## src/rtl/coherence_ctrl.sv

```systemverilog
// Dual-core MSI coherence controller: serializes icache/dcache traffic onto one RAM port,
// snoops/invalidates the other dcache and forwards dirty lines cache-to-cache with writeback.
module coherence_ctrl #(
  parameter int CPUS = 2
) (
  input  logic                      i_clk,
  input  logic                      i_rst,
  input  logic [CPUS-1:0]           i_iREN,
  input  logic [CPUS-1:0][31:0]     i_iaddr,
  output logic [CPUS-1:0]           o_iwait,
  output logic [CPUS-1:0][31:0]     o_iload,
  input  logic [CPUS-1:0]           i_dREN,
  input  logic [CPUS-1:0]           i_dWEN,
  input  logic [CPUS-1:0][31:0]     i_daddr,
  input  logic [CPUS-1:0][31:0]     i_dstore,
  input  logic [CPUS-1:0]           i_cctrans,
  input  logic [CPUS-1:0]           i_ccwrite,
  output logic [CPUS-1:0]           o_dwait,
  output logic [CPUS-1:0][31:0]     o_dload,
  output logic [CPUS-1:0]           o_ccwait,
  output logic [CPUS-1:0]           o_ccinv,
  output logic [CPUS-1:0][31:0]     o_ccsnoopaddr,
  output logic                      o_ramREN,
  output logic                      o_ramWEN,
  output logic [31:0]               o_ramaddr,
  output logic [31:0]               o_ramstore,
  input  logic [31:0]               i_ramload,
  input  logic [1:0]                i_ramstate
);

  typedef enum logic [3:0] {
    S_IDLE, S_WB, S_INV, S_SNOOP, S_SNPCHK, S_FWD0, S_FWD1, S_RD0, S_RD1, S_IF
  } state_t;

  state_t      r_state, w_next, w_gState;
  logic        r_g, r_rr, r_irr, r_invq, r_ifetch;
  logic        w_o, w_acc, w_fwd;
  logic        w_dGrant, w_iGrant, w_gCore;
  logic [1:0]  w_dOrd, w_iOrd;
  logic [31:0] w_rdAddr;

  assign w_o      = ~r_g;
  assign w_acc    = (i_ramstate == 2'd2);
  assign w_fwd    = i_cctrans[w_o] & ~i_ccwrite[w_o] & ~i_dREN[w_o] & ~i_dWEN[w_o];
  assign w_dOrd   = {~r_rr, r_rr};
  assign w_iOrd   = {~r_irr, r_irr};
  assign w_rdAddr = r_ifetch ? i_iaddr[r_g] : i_daddr[r_g];

  // Classes are scanned from lowest priority up, and each in reverse search order,
  // so the last hit is the winner.
  always_comb begin
    w_dGrant = 1'b0;
    w_iGrant = 1'b0;
    w_gCore  = r_g;
    w_gState = S_IDLE;
    for (int k = 1; k >= 0; k--) begin
      if (i_iREN[w_iOrd[k]]) begin
        w_iGrant = 1'b1; w_dGrant = 1'b0; w_gCore = w_iOrd[k]; w_gState = S_IF;
      end
    end
    for (int k = 1; k >= 0; k--) begin
      if (i_dREN[w_dOrd[k]]) begin
        w_iGrant = 1'b0; w_dGrant = 1'b1; w_gCore = w_dOrd[k]; w_gState = S_SNOOP;
      end
    end
    for (int k = 1; k >= 0; k--) begin
      if (i_cctrans[w_dOrd[k]] & i_ccwrite[w_dOrd[k]] & ~i_dREN[w_dOrd[k]] & ~i_dWEN[w_dOrd[k]]) begin
        w_iGrant = 1'b0; w_dGrant = 1'b1; w_gCore = w_dOrd[k]; w_gState = S_INV;
      end
    end
    for (int k = 1; k >= 0; k--) begin
      if (i_dWEN[w_dOrd[k]]) begin
        w_iGrant = 1'b0; w_dGrant = 1'b1; w_gCore = w_dOrd[k]; w_gState = S_WB;
      end
    end
  end

  always_comb begin
    w_next        = r_state;
    o_iwait       = '1;
    o_dwait       = '1;
    o_iload       = '0;
    o_dload       = '0;
    o_ccwait      = '0;
    o_ccinv       = '0;
    o_ccsnoopaddr = '0;
    o_ramREN      = 1'b0;
    o_ramWEN      = 1'b0;
    o_ramaddr     = '0;
    o_ramstore    = '0;
    case (r_state)
      S_IDLE: begin
        if (w_dGrant | w_iGrant) w_next = w_gState;
      end
      S_WB: begin
        o_ramWEN       = 1'b1;
        o_ramaddr      = i_daddr[r_g];
        o_ramstore     = i_dstore[r_g];
        o_dwait[r_g]   = ~w_acc;
        if (!i_dWEN[r_g]) w_next = S_IDLE;
      end
      S_INV: begin
        o_ccinv[w_o]       = 1'b1;
        o_ccsnoopaddr[w_o] = i_daddr[r_g];
        o_dwait[r_g]       = 1'b0;
        w_next             = S_IDLE;
      end
      S_SNOOP, S_SNPCHK, S_FWD0, S_FWD1: begin
        o_ccwait[w_o]      = 1'b1;
        o_ccinv[w_o]       = r_invq;
        o_ccsnoopaddr[w_o] = i_daddr[r_g];
        if (r_state == S_SNOOP) begin
          w_next = S_SNPCHK;
        end else if (r_state == S_SNPCHK) begin
          w_next = w_fwd ? S_FWD0 : S_RD0;
        end else begin
          // Forwarder's word goes to the requester and to RAM in the same access.
          o_dload[r_g] = i_dstore[w_o];
          o_ramWEN     = 1'b1;
          o_ramaddr    = i_daddr[w_o];
          o_ramstore   = i_dstore[w_o];
          o_dwait[r_g] = ~w_acc;
          o_dwait[w_o] = ~w_acc;
          if (w_acc) w_next = (r_state == S_FWD0) ? S_FWD1 : S_IDLE;
        end
      end
      S_RD0, S_RD1, S_IF: begin
        o_ramREN  = 1'b1;
        o_ramaddr = w_rdAddr;
        if (r_ifetch) begin
          o_iload[r_g] = i_ramload;
          o_iwait[r_g] = ~w_acc;
        end else begin
          o_dload[r_g] = i_ramload;
          o_dwait[r_g] = ~w_acc;
        end
        if (w_acc) w_next = (r_state == S_RD0) ? S_RD1 : S_IDLE;
      end
      default: w_next = S_IDLE;
    endcase
  end

  always_ff @(posedge i_clk) begin
    if (i_rst) begin
      r_state  <= S_IDLE;
      r_g      <= 1'b0;
      r_rr     <= 1'b0;
      r_irr    <= 1'b0;
      r_invq   <= 1'b0;
      r_ifetch <= 1'b0;
    end else begin
      r_state <= w_next;
      if (r_state == S_IDLE && (w_dGrant | w_iGrant)) begin
        r_g      <= w_gCore;
        r_ifetch <= w_iGrant;
        if (w_dGrant) begin
          r_rr   <= ~w_gCore;
          r_invq <= i_ccwrite[w_gCore];
        end else begin
          r_irr  <= ~r_irr;
        end
      end
    end
  end

endmodule

```

## config.mk

```make
export PLATFORM = sky130hd
export DESIGN_NAME = coherence_ctrl
export DESIGN_NICKNAME = d
export VERILOG_FILES = /design/src/rtl/coherence_ctrl.sv
export SDC_FILE = /design/constraint.sdc
export NUM_CORES = 1
export LEC_CHECK = 0
export CORE_AREA = 8 8 188 190
export DETAILED_ROUTE_END_ITERATION = 6
export DIE_AREA = 0 0 196 198
export PLACE_DENSITY = 0.46
export RECOVER_POWER = 100
export SYNTH_ARGS = -nofsm -noshare
export SYNTH_HDL_FRONTEND = slang
export SYNTH_SLANG_ARGS = --single-unit
```

## constraint.sdc

```tcl
create_clock -name i_clk -period 2.1 [get_ports i_clk]
set_clock_uncertainty 0.15 [all_clocks]
set_input_delay 0.315 -clock i_clk [delete_from_list [all_inputs] [get_ports i_clk]]
set_output_delay 0.315 -clock i_clk [all_outputs]
set_load 0.005 [all_outputs]
```

# After elaboration in Yosys (flattened, before gate mapping)
# Cells that the tools add are included.
[totals] regBits=9 out_inout_bits=266 elab_cells=185
[op_classes] n_lt_le_gt_ge=9 eq_ne=14 n_mux=117 bitwise_logic=29 reduce_logical=10
[op_table] operator="$mux W32" count=17
[op_table] operator="$mux W64" count=6
[op_table] operator="$and A64 B64 Y64" count=3
[op_table] operator="$pmux W64 S2" count=1
[op_table] operator="$pmux W32 S3" count=1
[op_table] operator="$demux W32 S1" count=2
[op_table] operator="$pmux W32 S2" count=1
[op_table] operator="$mux W4" count=15
[op_table] operator="$mux W1" count=59
[op_table] operator="$eq A4 B3 Y1 const B" count=4
[op_table] operator="$pmux W4 S4" count=1
[op_table] operator="$lt A1 B2 Y1 const B" count=7
[op_table] operator="$mux W2" count=7
[op_table] operator="$not A1 Y1" count=13
[op_table] operator="$and A1 B1 Y1" count=9
[op_table] operator="$eq A4 B2 Y1 const B" count=2
[op_table] operator="$eq A4 B4 Y1 const B" count=2
[op_table] operator="$pmux W2 S4" count=1
[op_table] operator="$ne A2 B2 Y1 const B" count=3
[op_table] operator="$reduce_or A5 Y1" count=1
[op_table] operator="$eq A4 B1 Y1 const B" count=1
[op_table] operator="$logic_not A4 Y1" count=1
[op_table] operator="$ne A4 B4 Y1 const B" count=1
[op_table] operator="$pmux W2 S2" count=1
[op_table] operator="other kinds (15)" count=20

# Depth between registers and ports, before layout
# Gate-level depths: netlist (run 1).
[depth] ltp_word=14 depth_mapped=8

# Worst setup path after synthesis (run 1)
# Ideal clock, no wire load.
[synth_path] kind="register to output" from="reg r_g" to="out o_ramaddr[0]" t_arrival_ps=1555 slack_ps=80 path_stages_with_launch=6 path_buffers=3 cell_sequence="dfxtp_1 -> buf_2 -> buf_2 -> buf_1 -> mux4_2 -> o2bb2ai_1"
[synth_via] elab_chain_len=5 elab_cells_between_ends=10 classes_between="mux (10)"
[synth_lines] element="start: declaration" line_no="36" text="logic r_g, r_rr, r_irr, r_invq, r_ifetch;"
[synth_lines] element="start signal: assignment" line_no="154" text="r_g <= w_gCore;"
[synth_lines] element="$mux W32 (implied by the code) (2 in series)" line_no="120" text="o_ramaddr = i_daddr[w_o];"
[synth_lines] element="$mux W32" line_no="114" text="end else if (r_state == S_SNPCHK) begin"
[synth_lines] element="$mux W32" line_no="112" text="if (r_state == S_SNOOP) begin"
[synth_lines] element="$pmux W32 S3 *" line_no="91" text="case (r_state)"
[synth_lines] element="end: declaration" line_no="25" text="output logic [31:0] o_ramaddr,"
# Every way passes the cells marked *; elsewhere a longest branch is shown, timed or not. The select of a mux whose other input is x is not followed.

==> results of run 1 <==
-- logic make-up (layout without fill, tap and decap cells) --
| group | Yosys count | in the layout | share of synthesized area |
|---|---|---|---|
| other | 0 | 3 | 0 |
| AOI/OAI and AO/OA | 270 | 270 | 0.463 |
| and+or+nand+nor | 227 | 227 | 0.267 |
| buffers and inverters | 93 | 811 | 0.0803 |
| xor gates and xnor gates | 3 | 3 | 0.00534 |
| muxes | 33 | 33 | 0.148 |
| DFF | 9 | 9 | 0.0366 |
-- flip-flops by register name (all words and copies together), names as in the netlist --
signal and cells:
r_g 1, r_ifetch 1, r_invq 1, r_irr 1
r_rr 1, r_state 4
-- area by class of cell --
type,instances,area share
Sequential cell,9,0.0138
Timing Repair Buffer,801,0.548
Tap cell,408,0.0352
Clock buffer,4,0.00544
Multi-Input combinational cell,533,0.395
Antenna cell,3,0.000518
Inverter,6,0.00173
-- where the power goes --
group,leakage [nW],internal (mW),switching (mW)
sequential,0.0778,0.258,0.137
clock,0.0382,0.254,0.0880
combinational,7.05,6.69,5.82
total,7.17,7.20,6.05
-- what timing repair did --
item | in CTS | in global routing
pin swaps | 11 | 171
gates cloned | 13 | 26
resized for setup | 259 | 782
endpoints found under the setup margin | 266 | 271
setup buffers | 18 | 98
-- worst max path at each step --
stage	to	slack [ns]	cells after the start
4_1_cts	o_ccsnoopaddr[43]	-0.54	8
3_3_place_gp	o_ramaddr[7]	-0.68	4
2_1_floorplan	o_ramaddr[0]	0.08	5
3_5_place_dp	o_ramaddr[7]	-0.64	4
5_1_grt	o_iload[12]	-0.52	8
6_report	o_ccsnoopaddr[7]	-0.48	11
-- routing by layer --
| layer | up-vias | global-route usage | routed length (µm) |
|---|---|---|---|
| li1 | 4083 | - | - |
| met2 | 361 | 0.372 | 24900 |
| met4 | 0 | 0.0401 | 1170 |
| met3 | 59 | 0.0397 | 2830 |
| met1 | 4547 | 0.251 | 20500 |
| met5 | - | 0 | 0 |
-- stage by stage --
step	util	TNS, ns
after detailed placement	0.358	-77.05
after global placement	0.358	-71.30
after global routing	0.450	-62.18
after CTS	0.385	-106.07
final	0.450	-46.78
after floorplan	-	0
-- critical path, cell delays in order (launching register included) --
cell       delay (ns)
dfxtp_4          0.43
nand2_4          0.08
buf_6            0.13
o21bai_4         0.20
nor2_4           0.12
buf_4            0.15
buf_6            0.11
clkbuf_16        0.14
buf_6            0.11
buf_4            0.13
and2_1           0.14
buf_2            0.13
-- cell usage in the layout (no fill, tap or decap), types with 4 or more instances in the layout --
| master | instances |
|---|---|
| a21oi_1 | 9 |
| a221oi_1 | 7 |
| a221oi_2 | 99 |
| a221oi_4 | 22 |
| a22o_1 | 63 |
| and2_1 | 103 |
| and2_4 | 27 |
| buf_12 | 32 |
| buf_16 | 13 |
| buf_2 | 95 |
| buf_4 | 164 |
| buf_6 | 79 |
| buf_8 | 16 |
| clkbuf_16 | 24 |
| clkbuf_2 | 76 |
| clkdlybuf4s50_1 | 235 |
| dfxtp_4 | 5 |
| dlygate4sd2_1 | 4 |
| dlymetal6s2s_1 | 63 |
| mux4_2 | 32 |
| nand2_1 | 8 |
| nor2_1 | 45 |
| nor2_4 | 4 |
| nor3_1 | 8 |
| nor3_4 | 6 |
| o211ai_1 | 4 |
| o21bai_1 | 4 |
| o2bb2ai_1 | 25 |
| o2bb2ai_2 | 8 |
==> reports/qor.tcl, run 1 <==
set qor(dp_hpwl_mm) 32.6
set qor(max_slew.worst_pin.slew_ns) 0.555
set qor(yosys.cell_count.top_type) {and2_1}
set qor(initial_utilization) 0.153
set qor(grt_first_pass_wirelength_mm) 60.6
set qor(ctsHoldBuffers) 0
set qor(layout_worst_path_cycle_share) 1.23
set qor(final.fill_count) 3172
set qor(die_area_um2) 38800
set qor(timing.fmax_mhz) 388
set qor(vias) 9050
set qor(worst_setup_path_startpoint) {r_state[1]$_SDFFE_PP0P_}
set qor(post_synth.cell_area_avg_um2) 7.76
set qor(grt_pass1_vias) 8477
set qor(grt_antenna_before_repair) 3
set qor(drt_pass1_iterations) 5
set qor(final-instance-count-excl-fill) 1764
set qor(final-seq-area_um2) 200
set qor(finalInstanceArea_um2) 14500
set qor(synth_commonest_cells) {and2_1, a221oi_1, a22o_1, nor2_1, clkbuf_1}
set qor(synth.distinct_cells) 53
set qor(leakage_nw) 7.17
set qor(flow.area_growth_from_synthesis_pct) 194
set qor(worstHoldEndpoint) {r_rr$_SDFFE_PP0P_}
set qor(worst-r2r-cell-count) 7
set qor(htree_num_levels) 1
set qor(synth_top_cells_by_area) {a221oi_1, and2_1, mux4_2, a22o_1, o2bb2ai_1}
set qor(clk-insertion-delay-late_ns) 0.24
set qor(fin_hold_ws_ns) 0.396
set qor(synth_top_area_frac) 0.228
set qor(routed_via_density) 5.13
set qor(max-cap-violations) 0
set qor(gp_routability_congestion) 0.842
set qor(synth_enable_flop_cells) 0
set qor(failed_checks) {setup timing}
set qor(synth.cell_area_um2) 4920
set qor(finalSetupViolCount) 255
set qor(min-delay-path-class) {register to register}
set qor(yosys_most_used_dff) {dfxtp_1}
set qor(dieHeight_um) 198
set qor(multiInputGateArea_um2) 5730
set qor(layout-drive-gt1-share) 0.545
set qor(io_pins) 504
set qor(tritoncts) {yes}
set qor(headroom_to_the_max_slew_limit) 0.630
set qor(worst-endpoint-arrival_ns) 2.11
set qor(finalNetCount) 1592
set qor(cts_max_path_buffers) 2
set qor(regToRegStartpoint) {r_state[1]$_SDFFE_PP0P_}
set qor(placementRows) 66
set qor(mappedNetlistNets) 873
set qor(powerDensity_nw_per_um2) 914
set qor(min_period_ns) 2.58
set qor(cts.clk_slew.worst_paths_ns) 0.04
set qor(cts.sinks) 9
set qor(gr-usage-all-layers) 0.206
set qor(post_dp_cell_area_um2) 11500
set qor(numPlacedInstances) 1608
set qor(final_max_slew_viol_count) 0
set qor(cts-root-buf) {clkbuf_16}
set qor(tritoncts.num_buffers) 3
set qor(setup_crit_path_kind) {register to output pin}
set qor(worstReg2RegEnd) {r_g$_SDFFE_PP0N_}
set qor(ys_warn_count) 0
set qor(grt_setup_unrepaired) {yes}
set qor(fin_ws_ns) -0.480
set qor(route.detailed.drc) 0
set qor(hp-start) {r_rr$_SDFFE_PP0P_}
set qor(critPathMaxFanout) 6
set qor(power.ir.vdd_worst_mv) 0.480
set qor(postSynthCellCount) 635
set qor(route.final.wire_length_mm) 49.4
set qor(type_of_destination_of_the_critical_path) {output pin}
set qor(cp-start-kind) {register}
set qor(core-area_um2) 32200
set qor(numPortBuffers) 503
set qor(whs_path_depth) 2
set qor(synth_largest_area_cell) {a221oi_1}
set qor(drt.antenna.violating_nets) 0
set qor(worst-r2r-setup-slack_ns) -0.02
set qor(grt_start_max_net_pins) 34
set qor(synth.yosys.seq_area_share) 0.0366
set qor(pre_cts_ws_ns) -0.642
set qor(run_status) {finished, violations left}
set qor(postSynthRegisterBits) 9
set qor(post-layout-total-power_mw) 13.2
set qor(initial_detailed_routing_violation_count) 477
set qor(finalHoldViolCount) 0
set qor(required_ns) 1.63
set qor(die_w_um) 196
set qor(routedWlPerCell_um) 28.0
set qor(grt_remaining_overflow) 0
set qor(synthArstFlopShare) 0
Note: power is estimated with default switching activity, not from simulation.
==> run 2: changes to the inputs <==
- CTS_CLUSTER_SIZE: default -> 8
==> results of run 2 <==
Final layout, timing and power as in run 1 (identical DEF).
==> run 3: changes to the inputs <==
- RECOVER_POWER: 100 -> default
==> reports/qor.tcl, run 3 (same netlist as run 1, synthesis figures left out) <==
set qor(finalSetupViolCount) 255
set qor(tritoncts.num_buffers) 3
set qor(initial_utilization) 0.153
set qor(met3RoutedLength_mm) 2.83
set qor(layout_common_cells) {clkdlybuf4s50_1, buf_4, and2_1}
set qor(met2WireLength_mm) 24.9
set qor(min_period_ns) 2.58
set qor(leakage_nw) 7.17
set qor(vias) 9050
set qor(fin_ws_ns) -0.480
set qor(dieHeight_um) 198
set qor(final-seq-area_um2) 200
set qor(grt_setup_unrepaired) {yes}
set qor(cts.clk_slew.worst_paths_ns) 0.04
set qor(met1_length_mm) 20.5
set qor(critical-path-top-cell-by-count) {buf_6}
set qor(final_max_slew_viol_count) 0
set qor(die_area_um2) 38800
set qor(worst-endpoint-arrival_ns) 2.11
set qor(worst-r2r-cell-count) 7
set qor(placementRows) 66
set qor(numPortBuffers) 503
set qor(timing.fmax_mhz) 388
set qor(critPathMaxFanout) 6
set qor(core-area_um2) 32200
set qor(regMostFlops) {r_state}
set qor(grt_pass1_vias) 8477
set qor(drt_pass1_iterations) 5
set qor(die_w_um) 196
set qor(worst-r2r-setup-slack_ns) -0.02
set qor(initial_detailed_routing_violation_count) 477
set qor(min-delay-path-class) {register to register}
set qor(dp_hpwl_mm) 32.6
set qor(setup_crit_path_kind) {register to output pin}
set qor(htree_num_levels) 1
set qor(worstReg2RegEnd) {r_g$_SDFFE_PP0N_}
set qor(crit_chain) {nand2_4 > buf_6 > o21bai_4 > nor2_4 > buf_4 > buf_6 > clkbuf_16 > buf_6 > buf_4 > and2_1 > buf_2}
set qor(run_status) {finished, violations left}
set qor(post-route-util) 0.450
set qor(gr-usage-all-layers) 0.206
set qor(max_slew.worst_pin.slew_ns) 0.555
set qor(largest_register_ff_count) 4
set qor(regToRegStartpoint) {r_state[1]$_SDFFE_PP0P_}
set qor(finalNetCount) 1592
set qor(crit_path_top_delay_cell) {dfxtp_4}
set qor(multiInputGateArea_um2) 5730
set qor(pre_cts_ws_ns) -0.642
set qor(layout_worst_path_cycle_share) 1.23
set qor(cts_max_path_buffers) 2
set qor(flow.area_growth_from_synthesis_pct) 194
set qor(layout_commonest_cell) {clkdlybuf4s50_1}
set qor(final.fill_count) 3172
set qor(clk-insertion-delay-late_ns) 0.24
set qor(max-cap-violations) 0
set qor(type_of_destination_of_the_critical_path) {output pin}
set qor(route.final.wire_length_mm) 49.4
set qor(critical_path.endpoint) {o_ccsnoopaddr[7]}
set qor(cts.sinks) 9
set qor(post_dp_cell_area_um2) 11500
set qor(cts-root-buf) {clkbuf_16}
set qor(grt_start_max_net_pins) 34
set qor(powerDensity_nw_per_um2) 914
set qor(highest-signal-layer) {met4}
set qor(headroom_to_the_max_slew_limit) 0.630
set qor(crit_path_max_incr_delay_ns) 0.43
set qor(finalHoldViolCount) 0
set qor(grt_remaining_overflow) 0
set qor(routedWlPerCell_um) 28.0
set qor(gp_routability_congestion) 0.842
set qor(power.ir.vdd_worst_mv) 0.480
set qor(grt_antenna_before_repair) 3
set qor(tritoncts) {yes}
set qor(worst_setup_path_startpoint) {r_state[1]$_SDFFE_PP0P_}
set qor(cp-start-kind) {register}
set qor(finalInstanceArea_um2) 14500
set qor(failed_checks) {setup timing}
set qor(setup_tns_ns) -46.78
set qor(grt_first_pass_wirelength_mm) 60.6
set qor(ctsHoldBuffers) 0
set qor(routed_via_density) 5.13
set qor(required_ns) 1.63
set qor(layout-drive-gt1-share) 0.545
set qor(io_pins) 504
set qor(drt.antenna.violating_nets) 0
set qor(route.detailed.drc) 0
[run 3: layout make-up]
class / instances / area share
Antenna cell: 3 / 0.000518
Clock buffer: 4 / 0.00544
Inverter: 6 / 0.00173
Multi-Input combinational cell: 533 / 0.395
Sequential cell: 9 / 0.0138
Tap cell: 408 / 0.0352
Timing Repair Buffer: 801 / 0.548
[run 3: worst max-delay path, delay by kind of cell, from the launching register on]
family / cells / cell delay (ns)
AO/OA/AOI/OAI: 1 / 0.20
buffers and inverters: 7 / 0.90
AND/OR/NAND/NOR: 3 / 0.34
flip-flops: 1 / 0.43
[run 3: report_power, final]
group | internal [mW] | total [mW] | switching [mW]
Sequential | 0.258 | 0.395 | 0.137
Clock | 0.254 | 0.342 | 0.0880
Combinational | 6.69 | 12.5 | 5.82
[run 3: layer usage]
layer,up-vias,global-route usage
li1,4083,-
met1,4547,0.251
met4,0,0.0401
met5,-,0
met2,361,0.372
met3,59,0.0397
[run 3: metrics by stage]
| stage | instances | hold slack (ns) | power [mW] |
|---|---|---|---|
| finish | 1764 | 0.396 | 13.2 |
| global route | 1763 | 0.420 | 14.0 |
| CTS | 1643 | 0.385 | 10.9 |
| detailed placement | 1608 | 0.377 | 9.58 |
| global placement | 1608 | 0.375 | 9.57 |
| floorplan | 635 | 0.302 | 4.15 |
[run 3: what timing repair did]
item                       4_1_cts  5_1_grt
resized for setup              259      782
pin swaps                       11      171
setup endpoints to repair      266      271
cloned                          13       26
setup buffers                   18       98
[run 3: worst min-delay path by stage]
stage	from	end	slack [ns]	cells after the start
final	r_rr$_SDFFE_PP0P_	r_rr$_SDFFE_PP0P_	0.40	2
after global routing	r_rr$_SDFFE_PP0P_	r_rr$_SDFFE_PP0P_	0.42	2
after CTS	r_rr$_SDFFE_PP0P_	r_rr$_SDFFE_PP0P_	0.38	2
after detailed placement	r_rr$_SDFFE_PP0P_	r_rr$_SDFFE_PP0P_	0.38	2
after global placement	r_rr$_SDFFE_PP0P_	r_rr$_SDFFE_PP0P_	0.38	2
after floorplan	i_dWEN[0]	r_state[0]$_SDFFE_PP0P_	0.30	2
